**config.mk**
```make
export PLATFORM = sky130hd
export DESIGN_NAME = htif_mailbox
export DESIGN_NICKNAME = d
export VERILOG_FILES = /design/src/rtl/htif_mailbox.sv
export SDC_FILE = /design/constraint.sdc
export NUM_CORES = 1
export LEC_CHECK = 0
export ABC_AREA = 1
export ABC_CLOCK_PERIOD_IN_PS = 2100
export BUFFER_PORTS_ARGS = -buffer_cell sky130_fd_sc_hd__buf_2
export CORE_MARGIN = 10
export CORE_UTILIZATION = 45
export DETAILED_ROUTE_END_ITERATION = 10
export PLACE_DENSITY = 0.68
export SYNTH_ARGS = -nofsm -noshare
export SYNTH_HDL_FRONTEND = slang
export SYNTH_SLANG_ARGS = --single-unit
```
**constraint.sdc**
```tcl
create_clock -name clk -period 2.1 [get_ports clk]
set_input_delay 0.105 -clock clk [delete_from_list [all_inputs] [get_ports clk]]
set_output_delay 0.105 -clock clk [all_outputs]
set_load 0.01 [all_outputs]
```
**src/rtl/htif_mailbox.sv**
```systemverilog
// htif_mailbox: snoops the core's store port for tohost verdict writes and
// console bytes. Produces a sticky pass/fail verdict with a frozen cycle count
// and buffers console bytes in a FIFO that is drained over a ready/valid port.
module htif_mailbox #(
   parameter int                          ADDR_W       = 32,
   parameter int                          DATA_W       = 32,
   parameter int                          NUM_TOHOST   = 3,
   parameter logic [NUM_TOHOST*ADDR_W-1:0] TOHOST_ADDRS = {32'h8017fffc, 32'h80003000, 32'h80001000},
   parameter logic [ADDR_W-1:0]           CONSOLE_ADDR = 32'h9a100000,
   parameter int                          FIFO_DEPTH   = 16,
   parameter int                          CNT_W        = 64,
   localparam int                         LVL_W        = $clog2(FIFO_DEPTH + 1)
) (
   input  logic              clk,
   input  logic              reset,
   input  logic              data_req_i,
   input  logic              data_gnt_i,
   input  logic              data_we_i,
   input  logic [ADDR_W-1:0] data_addr_i,
   input  logic [DATA_W-1:0] data_wdata_i,
   input  logic              clear_i,
   output logic              con_valid_o,
   output logic [7:0]        con_data_o,
   input  logic              con_ready_i,
   output logic [LVL_W-1:0]  con_level_o,
   output logic              con_overflow_o,
   output logic              done_o,
   output logic              pass_o,
   output logic              fail_o,
   output logic [DATA_W-2:0] fail_code_o,
   output logic [CNT_W-1:0]  cycle_count_o
);

   localparam int PTR_W = $clog2(FIFO_DEPTH);

   typedef enum logic [1:0] {
      RUN       = 2'd0,
      DONE_PASS = 2'd1,
      DONE_FAIL = 2'd2
   } state_t;

   state_t              state_q, state_d;
   logic [DATA_W-2:0]   fail_code_q, fail_code_d;
   logic [CNT_W-1:0]    cnt_q;
   logic [7:0]          mem [FIFO_DEPTH];
   logic [PTR_W-1:0]    wr_ptr, rd_ptr;
   logic [LVL_W-1:0]    level;
   logic                overflow;

   logic store_ev;
   logic tohost_hit;
   logic con_hit;
   logic fifo_full;
   logic pop;
   logic push_ok;

   assign store_ev  = data_req_i & data_gnt_i & data_we_i;
   assign con_hit   = store_ev && (data_addr_i == CONSOLE_ADDR);
   assign fifo_full = (level == LVL_W'(FIFO_DEPTH));
   assign pop       = con_valid_o & con_ready_i;
   assign push_ok   = con_hit && (!fifo_full || pop);

   // Match the store address against every tohost entry; all entries are equivalent
   always_comb begin
      tohost_hit = 1'b0;
      for (int i = 0; i < NUM_TOHOST; i++) begin
         if (data_addr_i == TOHOST_ADDRS[i*ADDR_W +: ADDR_W]) tohost_hit = 1'b1;
      end
   end

   // Verdict next state: clear wins, otherwise only the first nonzero tohost write in RUN counts
   always_comb begin
      state_d     = state_q;
      fail_code_d = fail_code_q;
      if (clear_i) begin
         state_d     = RUN;
         fail_code_d = '0;
      end else if (state_q == RUN && store_ev && tohost_hit && data_wdata_i != '0) begin
         if (data_wdata_i == DATA_W'(1)) begin
            state_d = DONE_PASS;
         end else begin
            state_d     = DONE_FAIL;
            fail_code_d = data_wdata_i[DATA_W-1:1];
         end
      end
   end

   // Verdict state and latched fail code
   always_ff @(posedge clk) begin
      if (!reset) begin
         state_q     <= RUN;
         fail_code_q <= '0;
      end else begin
         state_q     <= state_d;
         fail_code_q <= fail_code_d;
      end
   end

   // Cycle counter runs only in RUN, so it freezes at the value including the hit edge
   always_ff @(posedge clk) begin
      if (!reset || clear_i) begin
         cnt_q <= '0;
      end else if (state_q == RUN) begin
         cnt_q <= cnt_q + CNT_W'(1);
      end
   end

   // Console FIFO storage and pointers; a full FIFO still accepts a push when a pop frees a slot
   always_ff @(posedge clk) begin
      if (!reset) begin
         for (int i = 0; i < FIFO_DEPTH; i++) mem[i] <= '0;
         wr_ptr <= '0;
         rd_ptr <= '0;
         level  <= '0;
      end else begin
         if (push_ok) begin
            mem[wr_ptr] <= data_wdata_i[7:0];
            wr_ptr      <= wr_ptr + PTR_W'(1);
         end
         if (pop) rd_ptr <= rd_ptr + PTR_W'(1);
         case ({push_ok, pop})
            2'b10:   level <= level + LVL_W'(1);
            2'b01:   level <= level - LVL_W'(1);
            default: level <= level;
         endcase
      end
   end

   // Sticky overflow flag for console bytes dropped on a full FIFO
   always_ff @(posedge clk) begin
      if (!reset || clear_i) begin
         overflow <= 1'b0;
      end else if (con_hit && fifo_full && !pop) begin
         overflow <= 1'b1;
      end
   end

   assign con_valid_o    = (level != '0);
   assign con_data_o     = con_valid_o ? mem[rd_ptr] : 8'h00;
   assign con_level_o    = level;
   assign con_overflow_o = overflow;
   assign done_o         = (state_q != RUN);
   assign pass_o         = (state_q == DONE_PASS);
   assign fail_o         = (state_q == DONE_FAIL);
   assign fail_code_o    = fail_code_q;
   assign cycle_count_o  = cnt_q;

endmodule

```
==> metrics <==
RSZ-0062 raised after global routing=yes; violated checks=setup timing; Buffers on Ports=183; Crit-path slowest cell=dfxtp_4; CP most frequent cell=o21ai_0; crit-path leading delay family=compound AO/OA/AOI/OAI gates; sequence of cells on the critical path=inv_8 -> buf_12 -> o21ai_0 -> o22ai_2 -> o21ai_0 -> a21oi_1 -> buf_2; die area=0.0333 mm²; measured slew at the worst slew-check pin=0.822 ns; Post-Synthesis Cells=1514; largest fanout on the critical path=16; vias in the first global route=11100; CP Class=reg2out; outcome=complete, but fails checks; CTS max path bufs=3; Pleak=6.70 nW; Final Cell Area=0.0154 mm²; Mapped Area=0.0119 mm²; I/O pin count=184; Unique masters post-synth=37; routed length per instance=17.0 µm; GRT Util Overall=0.209; most frequent cells in the layout=nor2_1, nand2_1, buf_2, inv_1, edfxtp_1; Buf/Inv on CP=3; max incr delay on CP=0.45 ns; H-tree level count=1; Worst VDD drop=0.584 mV; setup TNS=-0.230 ns; clk_lat worst skew=0.53 ns; flops & latches, synth=243; Setup WS pre-CTS=-0.0880 ns; Starting Density=0.456; first-pass GRT wire length=57400 µm; Initial DRC Count=938; placed cell count=2053; clk slew on worst S/H paths=0.06 ns; antenna violations before repair=1; Placement Cell Area=0.0137 mm²; Max-Cap Viols=0; FILL cells=2280; Power Density=669 mW/mm²; Max-Slew Margin vs Limit=0.449; Final ANT Viol Nets=0; Remaining Overflow, GRT=0; Vias/cell=5.23; CTS tree=built; commonest non-fill, non-tap cell in the layout=nor2_1; Worst EP required=2.00 ns; CP Capture Type=output port; row cnt=59; Mean Syn Cell Area=7.86 µm²; WP data arrival=2.04 ns; yosys warns=0; Chip Width=183 µm; post-synthesis sequential area ratio=0.517; final hold vios=0; Final Max Slew Viols=0; non-filler instance count after layout=2149; Final Power=0.0103 W; Fin Clk Skew=0.00798 ns; DRC viols=0; largest net degree at the start of global routing=49; area of the multi-input gates=0.00528 mm²; Area Overhead vs Synth=29.9%; worst hold path type=in2reg; setup ws final=-0.0465 ns; Core ar.=0.0261 mm²; fin crit period=2.15 ns; Root Driver=clkbuf_16; Final Setup Violations=7; share of cells above drive strength 1=0.226; hpwl dp=25200 µm; Post-Route WL=36400 µm; Sink Count=243; Net Count, Synth=1595; Die Y-Extent=183 µm; Final Cycle Share=1.02; NumNets Final=1874; DR pass1 iterations=5; gpl congestion=0.930; Vias=11200; Critical Path Start Type=flip-flop; FMAX=466 MHz; CTS Buf Count=26; Reg area=0.00615 mm²
## registers in the layout, summed over array words and instances, names as in the netlist, named ones only
| register | count |
|---|---|
| con_level_o | 5 |
| con_overflow_o | 1 |
| cycle_count_o | 64 |
| fail_code_o | 31 |
| mem | 128 |
| rd_ptr | 4 |
| state_q | 2 |
| wr_ptr | 4 |
## layout make-up
cell class              count  share of cell area
well taps                 335              0.0271
clock inverters            17              0.0117
inverters                 158              0.0391
repair buffers            301               0.137
clock buffers              31              0.0454
flip-flops and latches    243               0.398
multi-input cells        1063               0.342
diodes                      1            0.000162
## metal layers
metal / vias to the layer above / part of all wire / routed length [µm] / GRT usage
met5: - / 0 / 0 / 0
met4: 0 / 0.025 / 895 / 0.0605
met3: 81 / 0.080 / 2920 / 0.0500
met2: 416 / 0.47 / 17000 / 0.339
met1: 5234 / 0.43 / 15600 / 0.270
li1: 5511 / - / - / -
## cell families (layout without fill, tap and decap cells)
| kind of cell | Yosys count | count (layout) | share of synthesized area |
|---|---|---|---|
| adders and majority gates | 10 | 10 | 0.0112 |
| buffers and inverters | 208 | 507 | 0.0659 |
| xor gates and xnor gates | 17 | 17 | 0.0125 |
| other | 0 | 1 | 0 |
| DFF | 243 | 243 | 0.517 |
| AOI/OAI and AO/OA | 192 | 192 | 0.0920 |
| and+or+nand+nor | 844 | 844 | 0.302 |
## cell usage after synthesis, drive strengths merged
cell,count,area share
a211oi,1,0.00063
a21oi,44,0.019
a31oi,2,0.0011
a41oi,1,0.00074
buf,5,0.0018
clkbuf,45,0.014
clkinv,7,0.0022
dfxtp,115,0.19
edfxtp,128,0.32
fa,1,0.0017
ha,9,0.0095
inv,151,0.048
nand2,272,0.096
nand3,57,0.024
nand3b,3,0.0019
nand4,32,0.017
nor2,444,0.14
nor3,28,0.014
nor3b,3,0.0019
nor4,4,0.0021
o21a,6,0.0038
o21ai,102,0.043
o21bai,4,0.0025
o221ai,24,0.018
o22ai,8,0.0042
or2,1,0.00053
xnor2,4,0.0029
xor2,13,0.0096
## through the flow
step / utilization / hold WS (ns)
finish: 0.593 / 0.0553
global route: 0.593 / 0.0993
CTS: 0.584 / 0.0611
detailed placement: 0.525 / 0.352
global placement: 0.525 / 0.342
floorplan: - / 0.240
## tightest hold or removal path: stages
cell and delay, ns:
buf_2 0.10, nand2_1 0.09, nor3_2 0.07, nand3_1 0.11, a21oi_1 0.07
## timing repair
action                                  4_1_cts  5_1_grt
endpoints found under the setup margin        8      173
buffers inserted                              4        5
hold buffers                                 36        0
hold endpoints to repair                     41        0
gates cloned                                  2        1
pin swaps                                    14       19
resized for setup                            60       61
## path summary, 6_finish.rpt
kind / to / cells after the start / slack (ns) / startpoint
setup / recovery: con_data_o[1] / 7 / -0.05 / flip-flop
hold / removal: state_q[0] / 5 / 0.06 / data_addr_i[31]
setup reg to reg: con_level_o[4] / 13 / 0.06 / con_level_o[4]
hold reg to reg: flip-flop / 2 / 0.48 / rd_ptr[2]
## report_power, final
group	switching [W]	internal (W)
clock	0.00189	0.00285
sequential	0.0000357	0.00510
combinational	0.000282	0.000172
total	0.00221	0.00813
Note: power is estimated with default switching activity, not from simulation.
